**src/rtl/ram_lsu_if.sv**
```systemverilog
// Request/response and RAM-side bus of the load/store unit.
// The master modport is the LSU's view; the slave modport is the view of the
// core memory stage and the RAM.
interface ram_lsu_if #(
    parameter int ADDR_WIDTH = 10
);
    // core-side request
    logic                  req_valid_i;
    logic                  req_ready_o;
    logic                  req_we_i;
    logic [1:0]            req_size_i;
    logic                  req_unsigned_i;
    logic [31:0]           req_addr_i;
    logic [31:0]           req_wdata_i;
    // core-side response
    logic                  rsp_valid_o;
    logic                  rsp_err_o;
    logic [31:0]           rsp_rdata_o;
    // RAM side
    logic [3:0]            ram_we_o;
    logic [ADDR_WIDTH-1:0] ram_addr_o;
    logic [31:0]           ram_wdata_o;
    logic [31:0]           ram_rdata_i;

    modport master (
        input  req_valid_i, req_we_i, req_size_i, req_unsigned_i,
               req_addr_i, req_wdata_i, ram_rdata_i,
        output req_ready_o, rsp_valid_o, rsp_err_o, rsp_rdata_o,
               ram_we_o, ram_addr_o, ram_wdata_o
    );

    modport slave (
        output req_valid_i, req_we_i, req_size_i, req_unsigned_i,
               req_addr_i, req_wdata_i, ram_rdata_i,
        input  req_ready_o, rsp_valid_o, rsp_err_o, rsp_rdata_o,
               ram_we_o, ram_addr_o, ram_wdata_o
    );
endinterface

```
**src/rtl/ram_lsu_master.sv**
```systemverilog
// Load/store unit driving a 1-cycle synchronous-read, byte-write RAM.
// One request at a time: IDLE -> ACCESS -> RESP for legal accesses,
// IDLE -> RESP with error for misaligned or illegal-size requests.
module ram_lsu_master #(
    parameter int ADDR_WIDTH = 10,
    parameter int DATA_WIDTH = 32
) (
    input  logic      clk_i,
    input  logic      rstn_i,
    ram_lsu_if.master bus
);

    typedef enum logic [1:0] {
        ST_IDLE   = 2'd0,
        ST_ACCESS = 2'd1,
        ST_RESP   = 2'd2
    } state_t;

    // size encoding
    localparam logic [1:0] SZ_BYTE = 2'b00;
    localparam logic [1:0] SZ_HALF = 2'b01;
    localparam logic [1:0] SZ_WORD = 2'b10;

    // ------------------------------------------------------------------
    // Helper functions
    // ------------------------------------------------------------------

    // Legal size with natural alignment.
    function automatic logic is_legal(input logic [1:0] size, input logic [1:0] lo);
        logic ok;
        case (size)
            SZ_BYTE: ok = 1'b1;
            SZ_HALF: ok = (lo[0] == 1'b0);
            SZ_WORD: ok = (lo == 2'b00);
            default: ok = 1'b0;
        endcase
        return ok;
    endfunction

    // Byte-lane write enables for a store of the given size at offset lo.
    function automatic logic [3:0] byte_en(input logic [1:0] size, input logic [1:0] lo);
        logic [3:0] be;
        case (size)
            SZ_BYTE: be = 4'b0001 << lo;
            SZ_HALF: be = 4'b0011 << lo;
            SZ_WORD: be = 4'b1111;
            default: be = 4'b0000;
        endcase
        return be;
    endfunction

    // Replicate right-aligned store data across all lanes; the enables pick the lane.
    function automatic logic [31:0] store_data(input logic [1:0] size, input logic [31:0] wd);
        logic [31:0] d;
        case (size)
            SZ_BYTE: d = {4{wd[7:0]}};
            SZ_HALF: d = {2{wd[15:0]}};
            SZ_WORD: d = wd;
            default: d = 32'h0000_0000;
        endcase
        return d;
    endfunction

    // Select the addressed lane of a RAM word and zero/sign-extend it.
    function automatic logic [31:0] load_extend(input logic [31:0] rd,
                                                input logic [1:0]  lo,
                                                input logic [1:0]  size,
                                                input logic        uns);
        logic [7:0]  b;
        logic [15:0] h;
        logic [31:0] r;
        case (lo)
            2'd0:    b = rd[7:0];
            2'd1:    b = rd[15:8];
            2'd2:    b = rd[23:16];
            2'd3:    b = rd[31:24];
            default: b = 8'h00;
        endcase
        h = lo[1] ? rd[31:16] : rd[15:0];
        case (size)
            SZ_BYTE: r = uns ? {24'h000000, b} : {{24{b[7]}}, b};
            SZ_HALF: r = uns ? {16'h0000, h} : {{16{h[15]}}, h};
            SZ_WORD: r = rd;
            default: r = 32'h0000_0000;
        endcase
        return r;
    endfunction

    // ------------------------------------------------------------------
    // State and registered outputs
    // ------------------------------------------------------------------
    state_t                state_r;
    logic                  ready_r;
    logic                  rsp_valid_r;
    logic                  rsp_err_r;
    logic [3:0]            ram_we_r;
    logic [ADDR_WIDTH-1:0] ram_addr_r;
    logic [DATA_WIDTH-1:0] ram_wdata_r;

    // Request attributes captured at the handshake, used to format the load response.
    logic [1:0]            lo_r;
    logic [1:0]            size_r;
    logic                  unsigned_r;
    logic                  load_ok_r;

    logic                  hs_s;
    logic                  legal_s;
    logic [31:0]           rsp_rdata_s;

    assign hs_s    = bus.req_valid_i & ready_r;
    assign legal_s = is_legal(bus.req_size_i, bus.req_addr_i[1:0]);

    // Access sequencer: one request in flight, every output registered except load data.
    always_ff @(posedge clk_i or negedge rstn_i) begin
        if (!rstn_i) begin
            state_r     <= ST_IDLE;
            ready_r     <= 1'b0;
            rsp_valid_r <= 1'b0;
            rsp_err_r   <= 1'b0;
            ram_we_r    <= 4'b0000;
            ram_addr_r  <= '0;
            ram_wdata_r <= '0;
            lo_r        <= 2'b00;
            size_r      <= 2'b00;
            unsigned_r  <= 1'b0;
            load_ok_r   <= 1'b0;
        end else begin
            case (state_r)
                ST_IDLE: begin
                    rsp_valid_r <= 1'b0;
                    rsp_err_r   <= 1'b0;
                    ram_we_r    <= 4'b0000;
                    ram_wdata_r <= '0;
                    if (hs_s) begin
                        ready_r    <= 1'b0;
                        lo_r       <= bus.req_addr_i[1:0];
                        size_r     <= bus.req_size_i;
                        unsigned_r <= bus.req_unsigned_i;
                        if (legal_s) begin
                            state_r    <= ST_ACCESS;
                            load_ok_r  <= ~bus.req_we_i;
                            ram_addr_r <= bus.req_addr_i[ADDR_WIDTH+1:2];
                            if (bus.req_we_i) begin
                                ram_we_r    <= byte_en(bus.req_size_i, bus.req_addr_i[1:0]);
                                ram_wdata_r <= store_data(bus.req_size_i, bus.req_wdata_i);
                            end else begin
                                ram_we_r    <= 4'b0000;
                                ram_wdata_r <= '0;
                            end
                        end else begin
                            // Rejected request: answer immediately, never touch the RAM.
                            state_r     <= ST_RESP;
                            load_ok_r   <= 1'b0;
                            rsp_valid_r <= 1'b1;
                            rsp_err_r   <= 1'b1;
                        end
                    end else begin
                        ready_r <= 1'b1;
                    end
                end
                ST_ACCESS: begin
                    state_r     <= ST_RESP;
                    ready_r     <= 1'b0;
                    ram_we_r    <= 4'b0000;
                    ram_wdata_r <= '0;
                    rsp_valid_r <= 1'b1;
                    rsp_err_r   <= 1'b0;
                end
                ST_RESP: begin
                    state_r     <= ST_IDLE;
                    ready_r     <= 1'b1;
                    ram_we_r    <= 4'b0000;
                    ram_wdata_r <= '0;
                    rsp_valid_r <= 1'b0;
                    rsp_err_r   <= 1'b0;
                    load_ok_r   <= 1'b0;
                end
                default: begin
                    state_r     <= ST_IDLE;
                    ready_r     <= 1'b0;
                    ram_we_r    <= 4'b0000;
                    ram_wdata_r <= '0;
                    rsp_valid_r <= 1'b0;
                    rsp_err_r   <= 1'b0;
                    load_ok_r   <= 1'b0;
                end
            endcase
        end
    end

    // Load data arrives from the RAM during RESP, so it is formatted combinationally.
    always_comb begin
        rsp_rdata_s = 32'h0000_0000;
        if (state_r == ST_RESP && load_ok_r) begin
            rsp_rdata_s = load_extend(bus.ram_rdata_i, lo_r, size_r, unsigned_r);
        end else begin
            rsp_rdata_s = 32'h0000_0000;
        end
    end

    assign bus.req_ready_o = ready_r;
    assign bus.rsp_valid_o = rsp_valid_r;
    assign bus.rsp_err_o   = rsp_err_r;
    assign bus.rsp_rdata_o = rsp_rdata_s;
    assign bus.ram_we_o    = ram_we_r;
    assign bus.ram_addr_o  = ram_addr_r;
    assign bus.ram_wdata_o = ram_wdata_r;

endmodule
```
**src/flat_wrapper.sv**
```systemverilog
// flat-port wrapper written by rule: the top's interface ports become plain ports
module ram_lsu_master_flat 
#(
    parameter int ADDR_WIDTH = 10,
    parameter int DATA_WIDTH = 32
)
  (clk_i, rstn_i, bus_req_valid_i, bus_req_we_i, bus_req_size_i, bus_req_unsigned_i, bus_req_addr_i, bus_req_wdata_i, bus_ram_rdata_i, bus_req_ready_o, bus_rsp_valid_o, bus_rsp_err_o, bus_rsp_rdata_o, bus_ram_we_o, bus_ram_addr_o, bus_ram_wdata_o);
  ram_lsu_if #(.ADDR_WIDTH(ADDR_WIDTH)) bus_i ();
  input  logic clk_i;
  input  logic rstn_i;
  input wire logic [$bits(bus_i.req_valid_i)-1:0] bus_req_valid_i;
  input wire logic [$bits(bus_i.req_we_i)-1:0] bus_req_we_i;
  input wire logic [$bits(bus_i.req_size_i)-1:0] bus_req_size_i;
  input wire logic [$bits(bus_i.req_unsigned_i)-1:0] bus_req_unsigned_i;
  input wire logic [$bits(bus_i.req_addr_i)-1:0] bus_req_addr_i;
  input wire logic [$bits(bus_i.req_wdata_i)-1:0] bus_req_wdata_i;
  input wire logic [$bits(bus_i.ram_rdata_i)-1:0] bus_ram_rdata_i;
  output wire logic [$bits(bus_i.req_ready_o)-1:0] bus_req_ready_o;
  output wire logic [$bits(bus_i.rsp_valid_o)-1:0] bus_rsp_valid_o;
  output wire logic [$bits(bus_i.rsp_err_o)-1:0] bus_rsp_err_o;
  output wire logic [$bits(bus_i.rsp_rdata_o)-1:0] bus_rsp_rdata_o;
  output wire logic [$bits(bus_i.ram_we_o)-1:0] bus_ram_we_o;
  output wire logic [$bits(bus_i.ram_addr_o)-1:0] bus_ram_addr_o;
  output wire logic [$bits(bus_i.ram_wdata_o)-1:0] bus_ram_wdata_o;
  assign bus_i.req_valid_i = bus_req_valid_i;
  assign bus_i.req_we_i = bus_req_we_i;
  assign bus_i.req_size_i = bus_req_size_i;
  assign bus_i.req_unsigned_i = bus_req_unsigned_i;
  assign bus_i.req_addr_i = bus_req_addr_i;
  assign bus_i.req_wdata_i = bus_req_wdata_i;
  assign bus_i.ram_rdata_i = bus_ram_rdata_i;
  assign bus_req_ready_o = bus_i.req_ready_o;
  assign bus_rsp_valid_o = bus_i.rsp_valid_o;
  assign bus_rsp_err_o = bus_i.rsp_err_o;
  assign bus_rsp_rdata_o = bus_i.rsp_rdata_o;
  assign bus_ram_we_o = bus_i.ram_we_o;
  assign bus_ram_addr_o = bus_i.ram_addr_o;
  assign bus_ram_wdata_o = bus_i.ram_wdata_o;
  ram_lsu_master #(.ADDR_WIDTH(ADDR_WIDTH), .DATA_WIDTH(DATA_WIDTH)) u_core (.clk_i(clk_i), .rstn_i(rstn_i), .bus(bus_i));
endmodule
```
**config.mk**
```make
export PLATFORM = sky130hd
export DESIGN_NAME = ram_lsu_master_flat
export DESIGN_NICKNAME = d
export VERILOG_FILES = /design/src/rtl/ram_lsu_if.sv /design/src/rtl/ram_lsu_master.sv /design/src/flat_wrapper.sv
export SDC_FILE = /design/constraint.sdc
export NUM_CORES = 1
export LEC_CHECK = 0
export CORE_AREA = 4 4 123 125
export CTS_CLUSTER_DIAMETER = 40
export DETAILED_ROUTE_END_ITERATION = 10
export DIE_AREA = 0 0 127 129
export DONT_BUFFER_PORTS = 1
export GPL_ROUTABILITY_DRIVEN = 0
export HOLD_SLACK_MARGIN = 0.02
export PLACE_DENSITY = 0.42
export SYNTH_ARGS = -nofsm -noshare
export SYNTH_HDL_FRONTEND = slang
export SYNTH_SLANG_ARGS = --single-unit
export TNS_END_PERCENT = 5
```
**constraint.sdc**
```tcl
create_clock -name clk_i -period 1.9 [get_ports clk_i]
set_input_delay 0.38 -clock clk_i [delete_from_list [all_inputs] [get_ports clk_i]]
set_output_delay 0.38 -clock clk_i [all_outputs]
set_load 0.01 [all_outputs]
```
==> results of run 1 <==
[flip-flops by register name, summed over array words and instances (netlist names)]
name                    cells
u_core.bus.rsp_valid_o      1
u_core.state_r              2
u_core.bus.ram_we_o         4
u_core.lo_r                 2
u_core.unsigned_r           1
u_core.bus.rsp_err_o        1
u_core.bus.req_ready_o      1
u_core.bus.ram_addr_o      10
u_core.load_ok_r            1
u_core.bus.ram_wdata_o     32
u_core.size_r               2
[metal layers]
layer  up-vias  GRT usage (%)  share of wire (%)
met2       117          19.80                 47
met5         -              0                  0
met4         0          3.028                1.1
met1      1360          15.86                 42
met3        12          5.562                9.9
li1       1346              -                  -
[area by class of cell]
| cell class | instances | share of cell area [%] |
|---|---|---|
| Clock buffer | 13 | 6.305 |
| Clock inverter | 2 | 0.7881 |
| Inverter | 13 | 1.098 |
| Multi-Input combinational cell | 257 | 43.74 |
| Sequential cell | 57 | 32.20 |
| Tap cell | 180 | 5.066 |
| Timing Repair Buffer | 54 | 10.81 |
[worst paths after layout]
kind / start / end / cells past startpoint
max in group asynchronous: rstn_i / u_core.lo_r[1]$_DFFE_PN0P_ / 2
min in group asynchronous: rstn_i / u_core.bus.ram_wdata_o[3]$_DFF_PN0_ / 2
max reg2reg: u_core.state_r[0]$_DFFE_PN0N_ / u_core.bus.ram_addr_o[0]$_DFFE_PN0P_ / 4
max: u_core.lo_r[0]$_DFFE_PN0P_ / bus_rsp_rdata_o[29] / 5
min reg2reg: u_core.state_r[1]$_DFFE_PN0N_ / u_core.load_ok_r$_DFFE_PN0P_ / 1
min: bus_req_addr_i[1] / u_core.bus.ram_we_o[1]$_DFF_PN0_ / 1
[power groups by stage]
stage               registers [mW]  logic (mW)  clock network [mW]
finish                        1.70        1.89                1.67
global route                  1.73        2.05                1.78
CTS                           1.68        1.72                1.71
detailed placement            1.69        1.56                   0
global placement              1.69        1.53                   0
floorplan                     1.59        1.22                   0
[placed cells by master, fill, tap and decap left out, drive strengths merged, types with 9 or more instances in the layout]
cell type,n
dfrtp,57
nor2,14
buf,52
inv,12
a21oi,50
nand2,53
a21o,10
nand2b,9
a31oi,16
o21ai,14
a22oi,10
clkbuf,14
mux2,38
[critical path: stages (launching register included)]
cell     delay, ps
dfrtp_2        460
mux2_4         330
a22oi_2        200
buf_12         190
a31oi_1        100
buf_4          150
[kinds of logic (layout without fill, tap and decap cells)]
group           after synthesis  count (layout)  synth area share, %
compound gates              119             119                24.66
xor+xnor                      1               1               0.2554
buf+inv                      44              82                6.457
flops                        57              57                41.59
mux                          39              39                12.77
simple gates                 97              98                14.26
[through the flow]
step                      worst slack [ps]  area, µm²  hold WS, ps
final                               -237.2       4446        130.6
after global routing                -294.7       4446        117.5
after detailed placement            -19.68       3880        85.37
after global placement              -3.838       3880        85.81
after floorplan                      145.4       3430        84.41
after CTS                           -230.9       4314        116.8
[cell usage after synthesis (2+ instances only)]
cell type / number
nand2b_1: 9
a21o_1: 10
a31oi_1: 16
clkbuf_1: 10
dfrtp_1: 57
mux2_2: 38
inv_1: 12
a22oi_1: 9
buf_4: 5
nor2_1: 13
nand3b_1: 2
o21ba_2: 2
nor2b_1: 5
a211oi_1: 7
a32oi_1: 7
o21ai_0: 12
a21oi_2: 21
buf_6: 3
buf_2: 11
a21oi_1: 29
nand2_1: 53
nor3_1: 2
o21ai_4: 2
[what timing repair did]
action | CTS | global route
cloned | 0 | 1
hold endpoints to repair | 57 | 0
pin swaps | 3 | 3
hold buffers | 2 | 0
buffers inserted | 3 | 1
resized for setup | 16 | 21
setup endpoints to repair | 32 | 32
==> results.py, run 1 <==
metrics = {
    "outcome": {
        "outcome": "complete, but fails checks",
        "violations": "setup timing",
    },
    "sta": {
        "finalSetupViolCount": 32,
        "relSlewSlack_pct": 66.80,
        "worstMarginPinSlew_ps": 498.0,
        "finalHoldViolCount": 0,
        "tns_ps": -6209,
        "finClkSkew_ps": 7.689,
        "max_freq_ghz": 0.4679,
        "rsz0062_at_grt": "true",
        "finalCritPeriodShare_pct": 112.5,
        "setup_slack_ps": -237.2,
        "post-route-min-period_ps": 2137,
        "final_max_slew_viol_count": 0,
    },
    "pwr": {
        "power.share.clock_pct": 31.8,
        "p_leak_nw": 1.857,
        "p_per_area_nw_per_um2": 1183,
        "seqPwrFrac_pct": 32.3,
        "p_comb_share_pct": 35.9,
        "p_total_mw": 5.260,
        "vdd.ir_drop.worst_v": 0.0006891,
        "switching_power_mw": 1.733,
        "p_sw_share_pct": 32.94,
        "p_int_mw": 3.527,
    },
    "placed_design": {
        "dp.cells": 554,
        "hpwl_um": 7798,
        "port_buffers": 0,
    },
    "finish": {
        "final_cells": 576,
        "area_growth_pct": 29.62,
        "postLayoutCoreUtil_pct": 32.03,
        "seq_area_um2": 1431,
        "filler_cell_count": 1480,
        "multi_input_area_um2": 1944,
        "num_antenna_cells": 0,
        "drive_gt1_share_pct": 40.91,
        "nets": 495,
    },
    "clock_tree": {
        "htreeDepth": 3,
        "cts.clk_slew.worst_paths_ps": 50,
        "clock_sinks": 57,
        "cts_tree": "done",
        "clkLatencyLatePin_ps": 320,
        "cts_buffer_depth": 2,
        "numCtsBuffers": 9,
        "cts-root-buf": "clkbuf_16",
    },
    "detailed_routing": {
        "routed_wl_um": 10790,
        "antenna_left": 0,
        "drc": 0,
        "wl_per_cell_um": 18.73,
        "num_vias": 2835,
        "initialDrtViolationCount": 140,
        "via_per_inst": 4.922,
        "dr.pass1.iters": 4,
    },
    "worst_setup_path": {
        "worstPathMaxFanout": 24,
        "cp-start-kind": "register",
        "cp.required_ps": 1520,
        "reg2reg_slack_ps": 230,
        "critPathArrivalTime_ps": 1760,
        "path_class": "reg2out",
        "crit_path_end_kind": "output port",
    },
    "floorplanning": {
        "die_h_um": 129,
        "core_area_um2": 13880,
        "die_area_um2": 16380,
        "io_pins": 184,
        "rows": 43,
        "start_util_pct": 24.71,
        "dieWidth_um": 127,
    },
    "yosys": {
        "synth_seq_area_share_pct": 41.59,
        "syn_area_per_cell_um2": 9.607,
        "synthArstFlopShare_pct": 100.0,
        "yosysTopAreaCellShare_pct": 41.59,
        "ys_ff_latch": 57,
        "synthFlopType": "dfrtp_1",
        "synth-edff-count": 0,
        "syn_inst": 357,
        "ys_warn_count": 0,
        "syn-cell-area_um2": 3430,
        "synthDistinctLibCells": 45,
        "synth_area_leaders": "dfrtp_1, mux2_2, nand2_1",
        "yosys.area.top_type": "dfrtp_1",
        "synth_fp_nets": 460,
    },
    "grt": {
        "grt_usage_pct": 12.55,
        "grt_max_degree": 58,
        "grt_pass1_vias": 2926,
        "grt_overflow_total": 0,
        "antenna_found_initial": 0,
        "grt_pass1_wl_um": 16460,
    },
    "job": {
        "cap_violations": 0,
    },
    "worst_hold_path": {
        "hp-class": "in2reg",
    },
}
Note: power is estimated with default switching activity, not from simulation.
==> run 2, diff against run 1 <==
--- a/config.mk
+++ b/config.mk
@@ -13,6 +13,7 @@
 export GPL_ROUTABILITY_DRIVEN = 0
 export HOLD_SLACK_MARGIN = 0.02
 export PLACE_DENSITY = 0.42
+export REMOVE_ABC_BUFFERS = 1
 export SYNTH_ARGS = -nofsm -noshare
 export SYNTH_HDL_FRONTEND = slang
 export SYNTH_SLANG_ARGS = --single-unit
==> run 2 against run 1 <==
Net effect:
- the flow still finishes with violations (setup timing)
- clock-buffer cell count stayed put
- critical path depth is 1 higher
- combinational power up 8%
==> results.py, run 2 (synthesized netlist as in run 1, its figures left out) <==
metrics = {
    "worst_setup_path": {
        "crit_path_end_kind": "output port",
        "critPathArrivalTime_ps": 1800,
        "crit_chain": "buf_6, buf_6, o21bai_4, a21oi_2, a211oi_2, buf_4",
        "critPathSlowestCell": "dfrtp_2",
        "path_class": "reg2out",
        "cp-start-kind": "register",
        "cp-startpoint": "u_core.lo_r[1]$_DFFE_PN0P_",
        "r2r-start": "u_core.state_r[0]$_DFFE_PN0N_",
        "worstPathMaxFanout": 7,
        "cp.required_ps": 1520,
        "cp_slowest_stage_delay_ps": 440,
        "crit_path_frequent_cell": "buf_6",
    },
    "floorplanning": {
        "die_area_um2": 16380,
        "rows": 43,
        "die_h_um": 129,
        "dieWidth_um": 127,
        "io_pins": 184,
        "start_util_pct": 24.71,
        "core_area_um2": 13880,
    },
    "detailed_routing": {
        "routed_wl_um": 10880,
        "num_vias": 2909,
        "drc": 0,
        "via_per_inst": 4.990,
        "dr.pass1.iters": 4,
        "wl_per_cell_um": 18.67,
        "initialDrtViolationCount": 106,
        "antenna_left": 0,
    },
    "clock_tree": {
        "clkLatencyLatePin_ps": 330,
        "cts.clk_slew.worst_paths_ps": 50,
        "cts_tree": "done",
        "clock_sinks": 57,
        "cts-root-buf": "clkbuf_16",
        "htreeDepth": 3,
        "cts_buffer_depth": 2,
        "numCtsBuffers": 9,
    },
    "finish": {
        "num_antenna_cells": 0,
        "nets": 501,
        "drive_gt1_share_pct": 44.42,
        "largest_reg_flops": 32,
        "mostFrequentLayoutCells": "nand2_1, dfrtp_1, buf_4, mux2_2, a21oi_2",
        "postLayoutCoreUtil_pct": 32.77,
        "area_growth_pct": 32.62,
    },
    "grt": {
        "grt_pass1_wl_um": 16970,
        "grt_usage_pct": 13.09,
        "grt_max_degree": 58,
        "antenna_found_initial": 0,
        "grt_overflow_total": 0,
        "grt_pass1_vias": 3042,
    },
    "sta": {
        "setup_slack_ps": -280.1,
        "relSlewSlack_pct": 71.22,
        "rsz0062_at_grt": "true",
        "finalSetupViolCount": 32,
        "max_freq_ghz": 0.4587,
        "worstMarginPinSlew_ps": 430.2,
        "post-route-min-period_ps": 2180,
        "final_max_slew_viol_count": 0,
        "finClkSkew_ps": 14.21,
        "finalHoldViolCount": 0,
        "finalCritPeriodShare_pct": 114.7,
    },
    "worst_hold_path": {
        "hp-class": "in2reg",
        "min_from": "bus_req_addr_i[0]",
    },
    "outcome": {
        "violations": "setup timing",
        "outcome": "complete, but fails checks",
    },
    "pwr": {
        "p_per_area_nw_per_um2": 1166,
        "vdd.ir_drop.worst_v": 0.0005054,
        "p_leak_nw": 1.878,
    },
    "placed_design": {
        "port_buffers": 0,
        "hpwl_um": 7864,
        "place_ws_ps": 21.68,
    },
    "job": {
        "cap_violations": 0,
    },
}
==> run 2: cell types whose count changed in the layout (fill, tap and decap cells not counted), moves of 3 or more <==
cell      change
clkbuf_8      -3
a211oi_2      +3
a21oi_2       +8
a22oi_2       +3
a22oi_1       -3
a211oi_1      -3
buf_12        +5
clkbuf_1      +3
a21oi_1       -8
==> run 2: cell type report <==
cell class | count | area [µm²]
clock buffer | 13 | 250.2
multi-input combinational | 256 | 1948
fill | 1462 | 9333
inverter | 13 | 50.05
clock inverter | 3 | 40.04
timing repair buffer | 61 | 603.1
tap | 180 | 225.2
sequential | 57 | 1431
==> run 2: what timing repair did <==
item,CTS,global route
hold buffers,2,0
pin swaps,3,16
gates resized for setup,9,39
endpoints found under the hold margin,57,0
buffers inserted,0,3
setup endpoints to repair,32,32
==> run 2: path summary, 6_finish.rpt <==
path,endpoint,slack [ps],cells after the start
worst min-delay path,u_core.bus.ram_we_o[2]$_DFF_PN0_,130,1
worst min register to register,u_core.load_ok_r$_DFFE_PN0P_,510,1
worst max-delay path,bus_rsp_rdata_o[3],-280,6
worst max register to register,u_core.bus.ram_addr_o[8]$_DFFE_PN0P_,400,3
min in group asynchronous,u_core.bus.ram_we_o[1]$_DFF_PN0_,580,2
max in group asynchronous,u_core.lo_r[1]$_DFFE_PN0P_,1060,2
==> run 2: through the flow <==
stage / setup TNS [ps] / hold slack, ps / power [mW] / instances / area, µm²
after floorplan: -9022 / 84.41 / 2.666 / 326 / 3257
after global placement: 0 / 86.16 / 3.337 / 562 / 3990
after detailed placement: 0 / 86.13 / 3.375 / 562 / 3990
after CTS: -7940 / 105.4 / 5.067 / 580 / 4345
after global routing: -9924 / 112.0 / 5.610 / 583 / 4548
final: -7912 / 125.2 / 5.302 / 583 / 4548
==> run 2: power breakdown <==
group | internal (mW) | switching [mW]
logic | 1.06 | 0.995
registers | 1.41 | 0.259
clock network | 1.04 | 0.531
total | 3.52 | 1.78
==> run 2: per-layer routing <==
layer | track usage, % | vias up | routed length (µm)
met3 | 6.393 | 13 | 1386
li1 | - | 1361 | -
met1 | 15.27 | 1402 | 4355
met2 | 20.39 | 133 | 4925
met5 | 0 | - | 0
met4 | 5.931 | 0 | 216
==> run 2: critical path, delay by kind of cell (launching register included) <==
kind	cells	cell delay [ps]
buffers and inverters	3	430
AOI/OAI and AO/OA	3	610
DFF	1	440
==> run 3, diff against run 2 <==
--- a/config.mk
+++ b/config.mk
@@ -12,7 +12,7 @@
 export DONT_BUFFER_PORTS = 1
 export GPL_ROUTABILITY_DRIVEN = 0
 export HOLD_SLACK_MARGIN = 0.02
-export PLACE_DENSITY = 0.42
+export PLACE_DENSITY = 0.39
 export REMOVE_ABC_BUFFERS = 1
 export SYNTH_ARGS = -nofsm -noshare
 export SYNTH_HDL_FRONTEND = slang
==> run 3 against run 2 <==
Net effect:
- register-to-register slack worse by 180 ps
- the flow still finishes with violations (setup timing)
- die area unchanged
- maximum frequency up 1.1%
- critical path depth unchanged
- highest routed layer unchanged
- utilization up 0.69 points
- non-clock buffer count up 8
- total power up 2.1%
- largest cell class unchanged
- clock power up 9%
==> results.py, run 3 (synthesized netlist as in run 1, its figures left out) <==
metrics = {
    "sta": {
        "max_freq_ghz": 0.4638,
        "finalCritPeriodShare_pct": 113.5,
        "finalHoldViolCount": 0,
        "worstMarginPinSlew_ps": 340.3,
        "relSlewSlack_pct": 77.17,
        "post-route-min-period_ps": 2156,
        "rsz0062_at_grt": "true",
        "finClkSkew_ps": 4.800,
        "final_max_slew_viol_count": 0,
        "finalSetupViolCount": 32,
        "setup_slack_ps": -256.3,
    },
    "floorplanning": {
        "die_area_um2": 16380,
        "dieWidth_um": 127,
        "start_util_pct": 24.71,
        "io_pins": 184,
        "core_area_um2": 13880,
        "rows": 43,
        "die_h_um": 129,
    },
    "pwr": {
        "vdd.ir_drop.worst_v": 0.0006713,
        "p_per_area_nw_per_um2": 1165,
        "p_leak_nw": 1.931,
        "p_total_mw": 5.411,
    },
    "detailed_routing": {
        "wl_per_cell_um": 18.48,
        "drc": 0,
        "initialDrtViolationCount": 130,
        "antenna_left": 0,
        "dr_wl_met3_um": 1258,
        "dr.pass1.iters": 4,
        "routed_wl_um": 10920,
        "drt-met1-wl_um": 4558,
        "met2WireLength_um": 4994,
        "via_per_inst": 4.904,
        "top_layer": "met4",
        "num_vias": 2898,
    },
    "finish": {
        "nets": 509,
        "num_antenna_cells": 0,
        "largest_reg_flops": 32,
        "mostFrequentLayoutCells": "buf_4, dfrtp_1, nand2_1, mux2_2, a21oi_1",
        "final_cells": 591,
        "postLayoutCoreUtil_pct": 33.45,
        "drive_gt1_share_pct": 45.01,
        "area_growth_pct": 35.39,
    },
    "worst_setup_path": {
        "cp.required_ps": 1520,
        "crit_buf_inv": 3,
        "path_class": "reg2out",
        "critPathArrivalTime_ps": 1780,
        "cp-start-kind": "register",
        "crit_family": "buffers and inverters",
        "cp_slowest_stage_delay_ps": 450,
        "crit_path_frequent_cell": "buf_4",
        "critPathSlowestCell": "dfrtp_2",
        "crit_path_end_kind": "output port",
        "crit_chain": "buf_4, nor4b_4, a22oi_2, buf_12, a31oi_1, buf_4",
        "worstPathMaxFanout": 24,
    },
    "clock_tree": {
        "cts_buffer_depth": 2,
        "htreeDepth": 3,
        "cts_tree": "done",
        "numCtsBuffers": 9,
        "clock_sinks": 57,
        "cts.clk_slew.worst_paths_ps": 50,
        "cts-root-buf": "clkbuf_16",
        "clkLatencyLatePin_ps": 320,
    },
    "placed_design": {
        "hpwl_um": 7644,
        "dp.cells": 563,
        "place_ws_ps": -5.076,
        "port_buffers": 0,
    },
    "worst_hold_path": {
        "hp-class": "in2reg",
    },
    "outcome": {
        "outcome": "complete, but fails checks",
        "violations": "setup timing",
    },
    "grt": {
        "grt_pass1_wl_um": 17240,
        "antenna_found_initial": 0,
        "grt_overflow_total": 0,
        "grt_max_degree": 58,
        "grt_usage_pct": 13.11,
        "grt_pass1_vias": 3092,
    },
    "job": {
        "cap_violations": 0,
    },
}
==> run 3: cell types whose count changed in the layout (fill, tap and decap cells not counted), sizes merged <==
cell	change
clkinv	+1
buf	+8
bufinv	+1
clkbuf	-2
==> run 3: path summary, 6_finish.rpt <==
kind | end | slack, ps | startpoint | depth (start not counted)
min in group asynchronous | u_core.bus.ram_wdata_o[2]$_DFF_PN0_ | 580 | rstn_i | 2
setup / recovery | bus_rsp_rdata_o[18] | -260 | u_core.size_r[0]$_DFFE_PN0P_ | 6
setup reg to reg | u_core.bus.ram_addr_o[8]$_DFFE_PN0P_ | 220 | u_core.state_r[0]$_DFFE_PN0N_ | 3
hold / removal | u_core.bus.ram_we_o[2]$_DFF_PN0_ | 140 | bus_req_addr_i[0] | 1
hold reg to reg | u_core.load_ok_r$_DFFE_PN0P_ | 500 | u_core.state_r[1]$_DFFE_PN0N_ | 1
max in group asynchronous | u_core.size_r[0]$_DFFE_PN0P_ | 1030 | rstn_i | 2
==> run 3: per-layer routing <==
metal | track usage (%) | vias to the layer above
met5 | 0 | -
met3 | 6.102 | 10
met1 | 15.84 | 1386
met2 | 21.45 | 130
met4 | 2.902 | 0
li1 | - | 1372
==> run 3: area by class of cell <==
type	instances	area (µm²)
multi-input combinational	256	1947
timing repair buffer	69	669.4
clock buffer	11	242.7
tap	180	225.2
sequential	57	1431
fill	1496	9238
inverter	13	48.80
clock inverter	5	78.83
==> run 3: stage by stage <==
stage	TNS (ps)	area, µm²	hold slack, ps
floorplan	-9022	3257	84.41
global placement	0	3985	85.67
detailed placement	-5.076	3985	85.63
CTS	-7213	4561	123.5
global route	-9748	4643	119.9
finish	-7186	4643	139.8
==> run 3: what timing repair did <==
action,CTS,global route
hold buffers,2,0
pin swaps,5,2
buffers inserted,8,1
resized for setup,25,17
hold endpoints to repair,57,0
gates cloned,2,0
endpoints found under the setup margin,32,32
==> run 3: power by group <==
group / internal, mW / total [mW] / leakage, nW / switching, mW
logic: 1.03 / 2.02 / 1.02 / 0.987
registers: 1.41 / 1.67 / 0.751 / 0.262
clock network: 1.18 / 1.72 / 0.159 / 0.539
total: 3.62 / 5.41 / 1.93 / 1.79
